==> src/rtl/seq_chunk_adder_pkg.sv <==
// seq_chunk_adder_pkg
//   Shared definitions for the chunked multi-cycle arithmetic blocks:
//   the three-state control encoding and helpers that derive the chunk
//   count and the chunk index width from WIDTH/CHUNK.
package seq_chunk_adder_pkg;

  typedef enum logic [1:0] {
    ST_IDLE = 2'd0,
    ST_RUN  = 2'd1,
    ST_DONE = 2'd2
  } state_e;

  // Number of CHUNK-bit slices that make up a WIDTH-bit operand.
  function automatic int nchunk(input int width, input int chunk);
    return width / chunk;
  endfunction

  // Index register width; a single-chunk build still gets a 1-bit index.
  function automatic int idx_width(input int n);
    return (n > 1) ? $clog2(n) : 1;
  endfunction

endpackage

==> src/rtl/seq_chunk_adder_if.sv <==
// seq_chunk_adder_if
//   Operand/result handshake bundle for seq_chunk_adder.
//   Request side : in_valid/in_ready, a, b, cin, sub
//   Response side: out_valid/out_ready, sum, cout, ovf
//   master = producer of operands / consumer of results, slave = the adder.
interface seq_chunk_adder_if #(
  parameter int WIDTH = 32
) ();
  logic             in_valid;
  logic             in_ready;
  logic [WIDTH-1:0] a;
  logic [WIDTH-1:0] b;
  logic             cin;
  logic             sub;
  logic             out_valid;
  logic             out_ready;
  logic [WIDTH-1:0] sum;
  logic             cout;
  logic             ovf;

  modport master (
    output in_valid, a, b, cin, sub, out_ready,
    input  in_ready, out_valid, sum, cout, ovf
  );

  modport slave (
    input  in_valid, a, b, cin, sub, out_ready,
    output in_ready, out_valid, sum, cout, ovf
  );
endinterface

==> src/rtl/seq_chunk_adder_chunk_adder.sv <==
// seq_chunk_adder_chunk_adder
//   Combinational CHUNK-bit ripple-carry adder made of full-adder cells.
//   a, b  : chunk operands
//   cin   : carry into bit 0
//   s     : chunk sum
//   cout  : carry out of the top bit
//   c_msb : carry into the top bit (used for signed overflow)
module seq_chunk_adder_chunk_adder #(
  parameter int CHUNK = 4
) (
  input  logic [CHUNK-1:0] a,
  input  logic [CHUNK-1:0] b,
  input  logic             cin,
  output logic [CHUNK-1:0] s,
  output logic             cout,
  output logic             c_msb
);

  logic [CHUNK:0] c_s;

  assign c_s[0] = cin;

  for (genvar i = 0; i < CHUNK; i++) begin : g_fa
    assign s[i]     = a[i] ^ b[i] ^ c_s[i];
    assign c_s[i+1] = (a[i] & b[i]) | (c_s[i] & (a[i] ^ b[i]));
  end

  assign cout  = c_s[CHUNK];
  assign c_msb = c_s[CHUNK-1];

endmodule

==> src/rtl/seq_chunk_adder.sv <==
// seq_chunk_adder
//   Multi-cycle add/subtract: WIDTH-bit operands are processed CHUNK bits
//   per clock through one shared ripple adder, carry kept in a register.
//   clk : rising-edge clock
//   rst : synchronous active-high reset
//   bus : seq_chunk_adder_if slave (operand handshake in, result handshake out)
module seq_chunk_adder
  import seq_chunk_adder_pkg::*;
#(
  parameter int WIDTH = 32,
  parameter int CHUNK = 4
) (
  input  logic               clk,
  input  logic               rst,
  seq_chunk_adder_if.slave   bus
);

  localparam int NCHUNK = nchunk(WIDTH, CHUNK);
  localparam int IDXW   = idx_width(NCHUNK);
  localparam logic [IDXW-1:0] IDX_LAST = IDXW'(NCHUNK - 1);

  if ((CHUNK < 1) || (CHUNK > WIDTH) || ((WIDTH % CHUNK) != 0)) begin : g_bad_param
    $error("seq_chunk_adder: WIDTH must be a non-zero multiple of CHUNK");
  end

  // Operands and result are viewed as arrays of chunks so the index selects
  // a slice directly.
  state_e                        state_q, state_d;
  logic [IDXW-1:0]               idx_q, idx_d;
  logic [NCHUNK-1:0][CHUNK-1:0]  a_q, a_d;
  logic [NCHUNK-1:0][CHUNK-1:0]  b_q, b_d;
  logic [NCHUNK-1:0][CHUNK-1:0]  sum_q, sum_d;
  logic                          carry_q, carry_d;
  logic                          cout_q, cout_d;
  logic                          ovf_q, ovf_d;
  logic                          in_ready_q, in_ready_d;
  logic                          out_valid_q, out_valid_d;

  logic [CHUNK-1:0]              chunk_sum_s;
  logic                          chunk_cout_s;
  logic                          chunk_cmsb_s;

  seq_chunk_adder_chunk_adder #(.CHUNK(CHUNK)) u_chunk_adder (
    .a     (a_q[idx_q]),
    .b     (b_q[idx_q]),
    .cin   (carry_q),
    .s     (chunk_sum_s),
    .cout  (chunk_cout_s),
    .c_msb (chunk_cmsb_s)
  );

  // Next-state, datapath updates and registered handshake outputs.
  always_comb begin
    state_d = state_q;
    idx_d   = idx_q;
    a_d     = a_q;
    b_d     = b_q;
    sum_d   = sum_q;
    carry_d = carry_q;
    cout_d  = cout_q;
    ovf_d   = ovf_q;

    case (state_q)
      ST_IDLE: begin
        if (bus.in_valid && in_ready_q) begin
          // Subtraction is a + ~b + 1: invert b here and seed the carry.
          a_d     = bus.a;
          b_d     = bus.sub ? ~bus.b : bus.b;
          carry_d = bus.sub ? 1'b1 : bus.cin;
          idx_d   = '0;
          state_d = ST_RUN;
        end else begin
          state_d = ST_IDLE;
        end
      end
      ST_RUN: begin
        sum_d[idx_q] = chunk_sum_s;
        carry_d      = chunk_cout_s;
        if (idx_q == IDX_LAST) begin
          cout_d  = chunk_cout_s;
          ovf_d   = chunk_cmsb_s ^ chunk_cout_s;
          state_d = ST_DONE;
        end else begin
          idx_d   = idx_q + IDXW'(1);
          state_d = ST_RUN;
        end
      end
      ST_DONE: begin
        if (bus.out_ready) begin
          state_d = ST_IDLE;
        end else begin
          state_d = ST_DONE;
        end
      end
      default: begin
        state_d = ST_IDLE;
      end
    endcase

    in_ready_d  = (state_d == ST_IDLE);
    out_valid_d = (state_d == ST_DONE);
  end

  // State and datapath registers with synchronous reset.
  always_ff @(posedge clk) begin
    if (rst) begin
      state_q     <= ST_IDLE;
      idx_q       <= '0;
      a_q         <= '0;
      b_q         <= '0;
      sum_q       <= '0;
      carry_q     <= 1'b0;
      cout_q      <= 1'b0;
      ovf_q       <= 1'b0;
      in_ready_q  <= 1'b1;
      out_valid_q <= 1'b0;
    end else begin
      state_q     <= state_d;
      idx_q       <= idx_d;
      a_q         <= a_d;
      b_q         <= b_d;
      sum_q       <= sum_d;
      carry_q     <= carry_d;
      cout_q      <= cout_d;
      ovf_q       <= ovf_d;
      in_ready_q  <= in_ready_d;
      out_valid_q <= out_valid_d;
    end
  end

  assign bus.in_ready  = in_ready_q;
  assign bus.out_valid = out_valid_q;
  assign bus.sum       = sum_q;
  assign bus.cout      = cout_q;
  assign bus.ovf       = ovf_q;

endmodule

==> src/flat_wrapper.sv <==
// flat-port wrapper written by rule: the top's interface ports become plain ports
module seq_chunk_adder_flat import seq_chunk_adder_pkg::*;
#(
  parameter int WIDTH = 32,
  parameter int CHUNK = 4
)
  (clk, rst, bus_in_valid, bus_a, bus_b, bus_cin, bus_sub, bus_out_ready, bus_in_ready, bus_out_valid, bus_sum, bus_cout, bus_ovf);
  seq_chunk_adder_if #(.WIDTH(WIDTH)) bus_i ();
  input  logic clk;
  input  logic rst;
  input wire logic [$bits(bus_i.in_valid)-1:0] bus_in_valid;
  input wire logic [$bits(bus_i.a)-1:0] bus_a;
  input wire logic [$bits(bus_i.b)-1:0] bus_b;
  input wire logic [$bits(bus_i.cin)-1:0] bus_cin;
  input wire logic [$bits(bus_i.sub)-1:0] bus_sub;
  input wire logic [$bits(bus_i.out_ready)-1:0] bus_out_ready;
  output wire logic [$bits(bus_i.in_ready)-1:0] bus_in_ready;
  output wire logic [$bits(bus_i.out_valid)-1:0] bus_out_valid;
  output wire logic [$bits(bus_i.sum)-1:0] bus_sum;
  output wire logic [$bits(bus_i.cout)-1:0] bus_cout;
  output wire logic [$bits(bus_i.ovf)-1:0] bus_ovf;
  assign bus_i.in_valid = bus_in_valid;
  assign bus_i.a = bus_a;
  assign bus_i.b = bus_b;
  assign bus_i.cin = bus_cin;
  assign bus_i.sub = bus_sub;
  assign bus_i.out_ready = bus_out_ready;
  assign bus_in_ready = bus_i.in_ready;
  assign bus_out_valid = bus_i.out_valid;
  assign bus_sum = bus_i.sum;
  assign bus_cout = bus_i.cout;
  assign bus_ovf = bus_i.ovf;
  seq_chunk_adder #(.WIDTH(WIDTH), .CHUNK(CHUNK)) u_core (.clk(clk), .rst(rst), .bus(bus_i));
endmodule
==> config.mk <==
export PLATFORM = sky130hd
export DESIGN_NAME = seq_chunk_adder_flat
export DESIGN_NICKNAME = d
export VERILOG_FILES = /design/src/rtl/seq_chunk_adder_pkg.sv /design/src/rtl/seq_chunk_adder_if.sv /design/src/rtl/seq_chunk_adder_chunk_adder.sv /design/src/rtl/seq_chunk_adder.sv /design/src/flat_wrapper.sv
export SDC_FILE = /design/constraint.sdc
export NUM_CORES = 1
export LEC_CHECK = 0
export CAP_MARGIN = 0
export CORE_AREA = 2 2 98 100
export DETAILED_ROUTE_END_ITERATION = 8
export DIE_AREA = 0 0 100 102
export GPL_TIMING_DRIVEN = 0
export PLACE_DENSITY = 0.83
export SLEW_MARGIN = 10
export SYNTH_ARGS = -nofsm -noshare
export SYNTH_HDL_FRONTEND = slang
export SYNTH_HIERARCHICAL = 1
export SYNTH_SLANG_ARGS = --single-unit
==> constraint.sdc <==
create_clock -name clk -period 9.5 [get_ports clk]
set_input_delay 1.425 -clock clk [delete_from_list [all_inputs] [get_ports clk]]
set_output_delay 1.425 -clock clk [all_outputs]
set_load 0.01 [all_outputs]
* Word-level counts from Yosys, hierarchy flattened
Cells that the tools add are included.
Storage, ports and cells: flip-flop bits (word level) 106, latch bits 0, memory bits (writable) 0, ROM bits 0, input bits 70, memories 0
Operators by class: $add $sub $neg 1, $mul 0, div/mod/pow operators 0, $lt $le $gt $ge 2, equality and inequality tests 6, shift-type cells 0, muxes and demuxes 18, bitwise gates (word level) 22, reductions and logical operators 9
Operators by type and width (count):
- 32-bit bitwise mux | 1
- 32-bit two-way mux | 1
- 32-bit inverter | 1
- 4-bit binary-select mux with 3-bit select | 2
- 4-bit demux with 3-bit select | 1
- 4-bit two-way mux | 3
- 1-bit XOR | 9
- 1-bit bitwise AND | 8
- 3-bit two-way mux | 2
- 2-bit case mux with 3 select lines | 1
- 3-bit case mux with 2 select lines | 1
- 2-bit AND reduction | 3
- 2-bit equality test, second input constant | 2
- 2-bit zero test | 2
- 3-bit by 4-bit less-than comparator with 1-bit output, second input constant | 1
- 2-bit two-way mux | 2
- 1-bit bitwise OR | 4
- 3-bit by 1-bit adder with 3-bit output, second input constant | 1
- 3-bit equality test, second input constant | 1
- 3-bit by 1-bit >= comparator with 1-bit output, second input constant | 1
- 1-bit two-way mux | 3
- 3-bit AND reduction | 1
- 2-bit by 1-bit equality test with 1-bit output, second input constant | 1
- 1-bit logical AND | 2
- other kinds (4) | 4

* Depth between registers and ports, before layout
word-level depth 12, depth in mapped cells 13, depth with buffers taken out 11

* Cells and area by module
The synthesis kept the hierarchy.
Modules (own cells, without submodules):
- seq_chunk_adder | times used 1, cells an instance 475, area each 4753.3 um^2, sequential area each 2122.0 um^2
- seq_chunk_adder_chunk_adder | times used 1, cells an instance 12, area each 110.1 um^2, sequential area each 0.0 um^2

* Least setup slack after synthesis
No wires, ideal clock.
kind reg-to-reg, start register u_core.idx_q[0], end register u_core.sum_q, in the netlist u_core/bus.sum[3], data arrival time 3.022 ns, required time 9.370 ns, slack 6.348 ns, stages on the path, launching flop included 14, path buffers 3, period minus slack after synthesis 3.152 ns, cells stage by stage dfxtp_1 -> buf_6 -> buf_12 -> mux4_2 -> mux2_4 -> fa_1 -> inv_1 -> fa_1 -> fa_1 -> inv_1 -> fa_1 -> nand2b_1 -> buf_1 -> mux2i_1
On the way: longest elaborated chain between the ends 11, elaborated cells on any way between the ends 24, those cells by class order compare: 2; mux: 7; bitwise: 14; reduce/logical: 1
RTL lines:
- from (decl) | line seq_chunk_adder.sv:29 | logic [IDXW-1:0] idx_q, idx_d;
- from (signal assigned) | line seq_chunk_adder.sv:119 | idx_q <= idx_d;
- 4-bit binary-select mux with 3-bit select (on tied branches) | line seq_chunk_adder.sv:44, seq_chunk_adder.sv:45
- 4-bit two-way mux (on tied branches) | line seq_chunk_adder.sv:44, seq_chunk_adder.sv:45
- 1-bit XOR | line seq_chunk_adder_chunk_adder.sv:25 | assign c_s[i+1] = (a[i] & b[i]) | (c_s[i] & (a[i] ^ b[i]));
- 1-bit bitwise AND | line seq_chunk_adder_chunk_adder.sv:25
- 1-bit bitwise OR | line seq_chunk_adder_chunk_adder.sv:25
- 1-bit bitwise AND | line seq_chunk_adder_chunk_adder.sv:25
- 1-bit bitwise OR | line seq_chunk_adder_chunk_adder.sv:25
- 1-bit bitwise AND | line seq_chunk_adder_chunk_adder.sv:25
- 1-bit bitwise OR (*) | line seq_chunk_adder_chunk_adder.sv:25
- named net u_core.chunk_cmsb_s | line seq_chunk_adder.sv:41 | logic chunk_cmsb_s;
- 1-bit XOR (*) | line seq_chunk_adder_chunk_adder.sv:24 | assign s[i] = a[i] ^ b[i] ^ c_s[i];
- named net u_core.chunk_sum_s[3] | line seq_chunk_adder.sv:39 | logic [CHUNK-1:0] chunk_sum_s;
- 32-bit bitwise mux (*) | line seq_chunk_adder.sv:77 | sum_d[idx_q] = chunk_sum_s;
- to (signal assigned) | line seq_chunk_adder.sv:122 | sum_q <= sum_d;
- to (decl) | line seq_chunk_adder.sv:32 | logic [NCHUNK-1:0][CHUNK-1:0] sum_q, sum_d;
The timed path passes the listed nets; every way through them passes the cells marked *. The select of a mux whose other input is x is not followed. A chain may end at the register's enable or synchronous reset.

* Worst setup path after layout
start register u_core.idx_q[1], end register u_core.sum_q, in the netlist u_core/bus.sum[7]
Same word-level chain as after synthesis.

==> results.json <==
{
  "run_status": "completed",
  "root_buffer": "sky130_fd_sc_hd__clkbuf_8",
  "cts-hold-fix-buffers": 0,
  "timing.max_slew.rel_slack_pct": 63.3,
  "vias": 3879,
  "multi_input_comb_area_um2": 2470,
  "gr-usage-all-layers_pct": 22.7,
  "endpoint_kind": "flip-flop",
  "worst_hold_path_type": "flip-flop to flip-flop",
  "drv_slew": 0,
  "final_worst_clock_skew_ns": 0.00930,
  "synth.yosys.seq_area_share_pct": 43.6,
  "synth.mux.area_fraction_pct": 17.5,
  "row_count": 35,
  "asyncSetResetFlopFracSynth_pct": 0,
  "synth_seq_cells": 106,
  "yosys.cell_types.count": 37,
  "buffers_added_on_ports": 104,
  "period_minus_slack_ns": 3.77,
  "fmaxAchievable_mhz": 265,
  "arrival_ns": 4.00,
  "synth_top_flop_cell": "sky130_fd_sc_hd__dfxtp_1",
  "wire_per_inst_um": 15.6,
  "crit_path_top_delay_cell": "sky130_fd_sc_hd__dfxtp_1",
  "totalWireLength_mm": 11.2,
  "crit_path_max_incr_delay_ns": 0.46,
  "die_y_um": 102,
  "final_layout_size_suffix_gt1_share_pct": 9.88,
  "clk_transition_reported_paths_ns": 0.09,
  "cts_htree_levels": 3,
  "drt_drc_violations_left": 0,
  "path_common_cell": "sky130_fd_sc_hd__fa_1",
  "worst_slew_pin_slew_ns": 0.550,
  "fillCellCount": 706,
  "synthesized_area_divided_by_synthesized_cell_count_um2": 9.99,
  "layout.cells.most_common_list": "106 x sky130_fd_sc_hd__dfxtp_1, 104 x sky130_fd_sc_hd__clkdlybuf4s50_1, 71 x sky130_fd_sc_hd__nand2_1",
  "nNetsFinal": 678,
  "startpoint": "u_core/idx_q[1]",
  "clock-sinks": 106,
  "register_area_um2": 2120,
  "static-leakage-power_nw": 2.47,
  "path_max_fanout": 10,
  "final_util_pct": 68.6,
  "timing.critical_path.cells": "buf_2 -> buf_2 -> mux4_2 -> mux2_4 -> fa_1 -> inv_1 -> fa_1 -> fa_1 -> inv_1 -> fa_1 -> nand2b_1 -> buf_1 -> mux2i_1",
  "antenna_found_initial": 0,
  "commonest_non_fill_non_tap_cell_in_the_layout": "sky130_fd_sc_hd__dfxtp_1",
  "worst_skew_pair.late_latency_ns": 0.36,
  "area_of_the_die_um2": 10200,
  "yosysWarningCount": 6,
  "synth_top_family_by_area": "multiplexers",
  "seqPwrFrac_pct": 51.0,
  "cts_tree": "done",
  "portion_of_the_clock_cycle_consumed_by_the_worst_path_in_the_final_layout_pct": 39.7,
  "post_synth_and_or_nand_nor_area_fraction_pct": 15.5,
  "post_synth_xor_area_fraction_pct": 5.94,
  "rsz0062_at_grt": "no",
  "worst_hold_startpoint": "u_core/a_q[7]",
  "synth.net_count": 563,
  "num_antenna_cells": 0,
  "synthAdderAreaFrac_pct": 2.16,
  "drt-pass1-iter-count": 4,
  "initial_core_util_pct": 53.4,
  "detail-route-antenna-nets": 0,
  "p_int_w": 0.000703,
  "cts_repair_resize_count": 0,
  "cap_viol_max_count": 0,
  "die_w_um": 100,
  "detailroute.wirelength.met3_um": 469,
  "detail_routed_via_count_per_cell": 5.40,
  "vdd_ir_max_uv": 82.2,
  "sum_of_negative_setup_slack_ns": 0,
  "design.portCount": 106,
  "cts.path.max_buffers": 2,
  "clockPowerShare_pct": 29.8,
  "final-hold-violation-count": 0,
  "wl_met1_mm": 4.74,
  "pwr_density_cell_nw_per_um2": 153,
  "postCtsSetupRepairBufs": 0,
  "reg_to_reg_start": "u_core/idx_q[1]",
  "grt_first_pass_wirelength_mm": 18.1,
  "dr_wl_met2_mm": 5.70,
  "globalRouteOverflowTotal": 0,
  "syn2layout_area_growth_pct": 28.5,
  "setup_violations": 0,
  "mappedNetlistArea_um2": 4860,
  "highest-signal-layer": "met4",
  "first_global_vias": 3798,
  "postSynthCellCount": 487,
  "core_area_um2": 9110,
  "p_comb_share_pct": 19.3,
  "synth_enable_flop_cells": 0,
  "criticalPathCategory": "flip-flop to flip-flop",
  "synth_compound_gate_area_share_pct": 9.75,
  "power.switching_fraction_pct": 26.3,
  "drt_iter0_markers": 154,
  "numCtsBuffers": 9,
  "pin_count_of_the_biggest_net_entering_global_routing": 17,
  "critPathLaunchType": "flip-flop",
  "cp_data_required_time_ns": 9.73,
  "hpwlAfterDp_mm": 8.53,
  "power_switching_w": 0.000251,
  "place_congestion": 0.808
}
-- Yosys cell counts (all sizes together), types with 4 or more instances --
cell | number | area (um2)
fa | 4 | 80.1
mux4 | 16 | 405
mux2 | 8 | 105
buf | 29 | 189
nand2b | 36 | 225
xnor2 | 32 | 280
nand2 | 71 | 267
nand3 | 4 | 20.0
inv | 8 | 30.0
a21oi | 38 | 190
a211oi | 32 | 260
clkbuf | 13 | 50.0
nor2 | 36 | 135
mux2i | 34 | 340
dfxtp | 106 | 2120
-- worst max-delay path, delay by kind of cell, from the launching register on --
kind                     cells  cell delay [ns]
adder cells (fa/ha/maj)      4             1.20
buffers and inverters        5             1.14
flip-flops                   1             0.46
multiplexers                 3             0.76
AND/OR/NAND/NOR              1             0.08
-- final timing paths --
check | end | slack, ns | depth (start not counted)
setup / recovery | u_core/bus.sum[7] | 5.73 | 13
hold / removal | u_core/a_q[7] | 0.45 | 2
setup reg to reg | u_core/bus.sum[7] | 5.73 | 13
hold reg to reg | u_core/a_q[7] | 0.45 | 2
-- flip-flops by register name, summed over array words and instances, names as in the netlist --
name                  flops
u_core/a_q               32
u_core/b_q               32
u_core/bus.cout           1
u_core/bus.in_ready       1
u_core/bus.out_valid      1
u_core/bus.ovf            1
u_core/bus.sum           32
u_core/carry_q            1
u_core/idx_q              3
u_core/state_q            2
-- through the flow --
| stage | instance area, um2 | power, W | hold slack (ns) | std cells | worst slack [ns] |
|---|---|---|---|---|---|
| after global routing | 6250 | 0.000993 | 0.477 | 718 | 5.58 |
| after detailed placement | 6040 | 0.000680 | 0.442 | 702 | 5.79 |
| final | 6250 | 0.000954 | 0.455 | 718 | 5.73 |
| after CTS | 6250 | 0.000957 | 0.456 | 718 | 5.77 |
| after floorplan | 4860 | 0.000611 | 0.432 | 487 | 6.35 |
| after global placement | 6040 | 0.000674 | 0.440 | 702 | 5.85 |
-- logic make-up (layout without fill, tap and decap cells) --
kind of cell / after synthesis / count (layout)
compound gates: 74 / 74
xor+xnor: 33 / 33
fa+ha+maj: 6 / 6
buf+inv: 50 / 170
flops: 106 / 106
mux: 58 / 58
simple gates: 160 / 160
-- cell type report --
type | count | share of cell area (%)
tap | 111 | 2.22
clock buffer | 12 | 2.48
clock inverter | 4 | 0.801
buffer | 42 | 3.82
sequential | 106 | 34.0
timing repair buffer | 104 | 16.7
inverter | 8 | 0.481
multi-input combinational | 331 | 39.6
-- metal layers --
layer  GRT usage, %  vias to the layer above
li1               -                     1891
met1           26.2                     1835
met2           42.7                      123
met3           2.74                       30
met4           9.38                        0
met5              0                        -
-- power by group through the flow --
| stage | sequential (W) | combinational [W] | clock [W] |
|---|---|---|---|
| 6_report | 0.000486 | 0.000184 | 0.000284 |
| 5_1_grt | 0.000490 | 0.000201 | 0.000303 |
| 4_1_cts | 0.000486 | 0.000185 | 0.000286 |
| 3_5_place_dp | 0.000497 | 0.000184 | 0 |
| 3_3_place_gp | 0.000495 | 0.000179 | 0 |
| 2_1_floorplan | 0.000493 | 0.000118 | 0 |
Power figures use the tool's default switching activity.
